<file path="config.mk">
export PLATFORM = sky130hd
export DESIGN_NAME = pio_bus_master
export DESIGN_NICKNAME = d
export VERILOG_FILES = /design/src/rtl/pio_bus_master.sv
export SDC_FILE = /design/constraint.sdc
export NUM_CORES = 1
export LEC_CHECK = 0
export CORE_AREA = 2 2 165 167
export DETAILED_ROUTE_END_ITERATION = 10
export DIE_AREA = 0 0 167 169
export GPL_ROUTABILITY_DRIVEN = 0
export SETUP_SLACK_MARGIN = 0.15
export SYNTH_ARGS = -nofsm -noshare
export SYNTH_HDL_FRONTEND = slang
export SYNTH_SLANG_ARGS = --single-unit
export TNS_END_PERCENT = 10
</file>
<file path="constraint.sdc">
create_clock -name clk -period 2.59 [get_ports clk]
set_input_delay 0.518 -clock clk [delete_from_list [all_inputs] [get_ports clk]]
set_output_delay 0.518 -clock clk [all_outputs]
set_load 0.05 [all_outputs]
</file>
<file path="src/rtl/pio_bus_master.sv">
// Register-bus master: queues read/write commands in a small FIFO, runs one
// sel/busy access at a time with an optional stall timeout, and returns responses in order.
module pio_bus_master #(
    parameter int FIFO_DEPTH = 4,
    parameter int TIMEOUT    = 255
) (
    input  logic        clk,
    input  logic        reset,
    input  logic        cmd_valid,
    output logic        cmd_ready,
    input  logic        cmd_rw,
    input  logic [11:0] cmd_addr,
    input  logic [31:0] cmd_wdata,
    output logic        rsp_valid,
    input  logic        rsp_ready,
    output logic        rsp_rw,
    output logic [31:0] rsp_rdata,
    output logic        rsp_err,
    output logic        sel,
    output logic        RW,
    output logic [11:0] addr,
    output logic [31:0] wdata,
    input  logic [31:0] rdata,
    input  logic        busy,
    output logic [4:0]  fifo_level
);
    localparam int         PW         = $clog2(FIFO_DEPTH);
    localparam logic [4:0] DEPTH      = 5'(FIFO_DEPTH);
    localparam logic [7:0] WAIT_LAST  = 8'(TIMEOUT - 1);
    localparam bit         TIMEOUT_EN = (TIMEOUT != 0);

    typedef enum logic [1:0] {IDLE, ACCESS, RESP} state_t;
    state_t state, state_next;

    logic          fifo_rw    [FIFO_DEPTH];
    logic [11:0]   fifo_addr  [FIFO_DEPTH];
    logic [31:0]   fifo_wdata [FIFO_DEPTH];
    logic [PW-1:0] wr_ptr, rd_ptr;
    logic          push, pop, done, abort;
    logic          rw_q;
    logic [11:0]   addr_q;
    logic [31:0]   wdata_q;
    logic [7:0]    wait_cnt;

    // No bypass: a full FIFO refuses even when the head is popped this cycle.
    assign cmd_ready = (fifo_level < DEPTH);
    assign push      = cmd_valid && cmd_ready;

    always_comb begin
        state_next = state;
        pop        = 1'b0;
        done       = 1'b0;
        abort      = 1'b0;
        unique case (state)
            IDLE: begin
                if (fifo_level != '0) begin
                    pop        = 1'b1;
                    state_next = ACCESS;
                end
            end
            ACCESS: begin
                if (!busy) begin
                    done       = 1'b1;
                    state_next = RESP;
                end else if (TIMEOUT_EN && (wait_cnt == WAIT_LAST)) begin
                    abort      = 1'b1;
                    state_next = RESP;
                end
            end
            RESP: begin
                if (rsp_ready) begin
                    state_next = IDLE;
                end
            end
            default: state_next = IDLE;
        endcase
    end

    always_ff @(posedge clk) begin
        if (push) begin
            fifo_rw[wr_ptr]    <= cmd_rw;
            fifo_addr[wr_ptr]  <= cmd_addr;
            fifo_wdata[wr_ptr] <= cmd_wdata;
        end
    end

    always_ff @(posedge clk) begin
        if (reset) begin
            state      <= IDLE;
            wr_ptr     <= '0;
            rd_ptr     <= '0;
            fifo_level <= '0;
            rw_q       <= 1'b0;
            addr_q     <= '0;
            wdata_q    <= '0;
            wait_cnt   <= '0;
            rsp_rw     <= 1'b0;
            rsp_rdata  <= '0;
            rsp_err    <= 1'b0;
        end else begin
            state <= state_next;
            if (push) wr_ptr <= wr_ptr + 1'b1;
            if (pop)  rd_ptr <= rd_ptr + 1'b1;
            if (push && !pop) begin
                fifo_level <= fifo_level + 1'b1;
            end else if (pop && !push) begin
                fifo_level <= fifo_level - 1'b1;
            end
            if (pop) begin
                rw_q     <= fifo_rw[rd_ptr];
                addr_q   <= fifo_addr[rd_ptr];
                wdata_q  <= fifo_wdata[rd_ptr];
                wait_cnt <= '0;
            end else if (state == ACCESS && busy) begin
                wait_cnt <= wait_cnt + 1'b1;
            end
            if (done) begin
                rsp_rw    <= rw_q;
                rsp_rdata <= rw_q ? '0 : rdata;
                rsp_err   <= 1'b0;
            end else if (abort) begin
                rsp_rw    <= rw_q;
                rsp_rdata <= '0;
                rsp_err   <= 1'b1;
            end
        end
    end

    // Bus fields are held in registers but only exposed while sel is high.
    assign sel       = (state == ACCESS);
    assign RW        = sel & rw_q;
    assign addr      = sel ? addr_q : '0;
    assign wdata     = sel ? wdata_q : '0;
    assign rsp_valid = (state == RESP);

endmodule

</file>
==> out/qor.yml, run 1 <==
status: "complete, no violations"
wl_per_cell_um: 18.7
drv_cap: 0
drive_gt1_frac: 0.219
initial_core_util: 0.393
path_class: "flip-flop to primary output"
dp.cells: 1171
end_kind: "primary output"
min_from: "reset"
synth_nets: 771
wirelength_um: 23000
design_area_mm2: 0.0141
p_comb_frac: 0.332
cp.depth: 2
cts_buffers: 29
fin_cells: 1228
ys.flop_type: "edfxtp_1"
crit_family: "buffers and inverters"
netlist.area_leader.share: 0.519
synth_fa_ha_area_frac: 0.0139
cts_buffer_depth: 3
yosys.cell_count.top_type: "edfxtp_1"
r2r-start: "fifo_level[4]"
grt_pass1_vias: 6412
cpMaxStageDelayCell: "dlygate4sd2_1"
fin_skew_ns: 0.0139
yosysUniqueCellTypes: 43
crit_start: "fifo_level[4]"
power_switching_mw: 5.03
async_flop_share: 0
grt_pass1_wl_um: 36100
cp_max_fo: 8
p_sw_frac: 0.328
worstHoldPathType: "input port to flip-flop"
cts-root-buf: "clkbuf_16"
drtIter0Drc: 327
slew_violations: 0
setup_viol: 0
clk_pin_slew_ns: 0.06
power.leakage_nw: 4.91
hold_depth: 2
hold_viol: 0
layout_min_cycle_time_ns: 2.38
drc: 0
rows: 60
syn-cell-area_mm2: 0.0104
ys_ff_latch: 278
finalPower_mw: 15.3
dieArea_mm2: 0.0282
rsz0062_at_grt: "true"
placed_area_mm2: 0.0131
ys_seq_area_frac: 0.707
internal-power_mw: 10.3
syn_to_final_growth_pct: 35.7
syn_avg_cell_area_um2: 15.4
max_slew_margin: 0.550
postCtsSetupRepairBufs: 0
worstPathArrival_ns: 1.86
dp_hpwl_um: 13300
synth_compound_area_frac: 0.0624
ioPinCount: 169
fillers: 2160
vdd_drop_max_mv: 0.692
num_vias: 6154
fin_crit_sh: 0.919
synth-simple-area-share: 0.0842
synth_common_cells: "180 x edfxtp_1, 98 x dfxtp_1, 95 x nand2_1"
p_seq_frac: 0.388
worst-endpoint-required_ns: 2.07
die_x_um: 167
crit_chain: "nor3_4 -> dlygate4sd2_1"
die_h_um: 169
slowest_delay_ns: 0.59
synth_enable_flop_cells: 180
yosysWarnings: 0
synth_area_leaders: "edfxtp_1 52%, dfxtp_1 19%, mux4_2 9.7%"
clock_sinks: 278
nets: 955
io_buffers: 168
insertion_delay_ns: 0.55
synth-xor-area-share: 0.0101
core-area_mm2: 0.0265
worstRegToRegCells: 9
synth_mux_area_frac: 0.0993
setup_slack_ns: 0.209
pwr-share-clk: 0.279
cp-start-kind: "flip-flop"
vias_per_cell: 5.01
cp_num_buf_inv: 1
tightest_slew_ns: 0.674
netlist.top_cell.by_area: "edfxtp_1"
gr-total-overflow: 0
netlist_instances: 678
dr.pass1.iters: 5
ant_nets: 0
grt_max_degree: 49
htreeDepth: 1
powerDensity_mw_per_mm2: 1080
antenna_found_initial: 4
synth_top_family_by_area: "multiplexers"
cts_tree: "yes"
max_freq_mhz: 420
grt_usage: 0.163
preCtsSetupSlack_ns: 0.0193
hold_buffers: 0
==> layer usage <==
metal	wire length, um	vias to the layer above	global-route usage
li1	-	2889	-
met1	10200	3048	0.218
met2	10900	190	0.270
met3	1580	25	0.0440
met4	335	2	0.0300
met5	13	-	0
==> path summary, 6_finish.rpt <==
check,to,slack (ns)
min,fifo_level[0],0.36
min reg2reg,wdata_q[24],0.45
max,cmd_ready,0.21
max reg2reg,fifo_level[4],0.23
==> power by group through the flow <==
stage / combinational [mW] / clock, mW / sequential (mW)
5_1_grt: 5.54 / 4.56 / 6.06
6_report: 5.10 / 4.29 / 5.96
4_1_cts: 5.21 / 4.40 / 5.97
2_1_floorplan: 3.10 / 0 / 6.20
3_5_place_dp: 5.10 / 0 / 6.05
3_3_place_gp: 5.08 / 0 / 6.03
==> cells by family after synthesis <==
logic type / Yosys count
AND/OR/NAND/NOR: 186
flip-flops: 278
buffers and inverters: 46
XOR/XNOR: 12
adder cells (fa/ha/maj): 11
multiplexers: 47
AO/OA/AOI/OAI: 98
==> cell type report <==
type	instances	area, um2	area share
clock buffer	38	875	0.0618
sequential	278	7380	0.522
antenna	2	5.00	0.000354
multi-input combinational	354	2870	0.203
timing repair buffer	191	2410	0.170
inverter	8	35.0	0.00248
clock inverter	16	149	0.0105
tap	341	427	0.0302
==> registers in the layout (all words and copies together) (netlist names), 4 cells and up <==
register / flops
fifo_level: 5
rsp_rdata: 32
addr_q: 12
fifo_addr: 48
wdata_q: 32
fifo_rw: 4
wait_cnt: 8
fifo_wdata: 128
==> cell usage in the layout, fill, tap and decap left out, types with 3 or more instances in the layout <==
cell             count
dfxtp_4              3
edfxtp_1           180
a21oi_2              3
clkbuf_8             3
buf_12              52
nor2_1              25
and3_2               4
clkdlybuf4s50_1    119
clkbuf_16           33
nand3_1              3
clkinv_2             9
xnor2_1             10
nand2_1             95
ha_1                 9
dfxtp_1             91
and2_1              44
buf_4               16
mux4_2              45
inv_1                5
dfxtp_2              4
a21oi_1             52
a22o_1              32
==> per-stage QoR <==
stage | util | hold WS (ns) | TNS, ns
6_report | 0.534 | 0.362 | 0
5_1_grt | 0.534 | 0.348 | 0
3_5_place_dp | 0.493 | 0.444 | 0
4_1_cts | 0.533 | 0.338 | 0
2_1_floorplan | - | 0.432 | -8.48
3_3_place_gp | 0.493 | 0.438 | 0
==> what timing repair did <==
| action | 4_1_cts | 5_1_grt |
|---|---|---|
| cloned | 1 | 0 |
| endpoints found under the hold margin | 0 | 0 |
| resized for setup | 7 | 6 |
| endpoints found under the setup margin | 45 | 47 |
Power figures use the tool's default switching activity.
==> inputs of run 2 (changes only) <==
--- a/config.mk
+++ b/config.mk
@@ -9,6 +9,7 @@
 export DETAILED_ROUTE_END_ITERATION = 10
 export DIE_AREA = 0 0 167 169
 export GPL_ROUTABILITY_DRIVEN = 0
+export HOLD_SLACK_MARGIN = 0.15
 export SETUP_SLACK_MARGIN = 0.15
 export SYNTH_ARGS = -nofsm -noshare
 export SYNTH_HDL_FRONTEND = slang
==> results of run 2 <==
No change in the layout: final DEF, timing and power equal those of run 1.
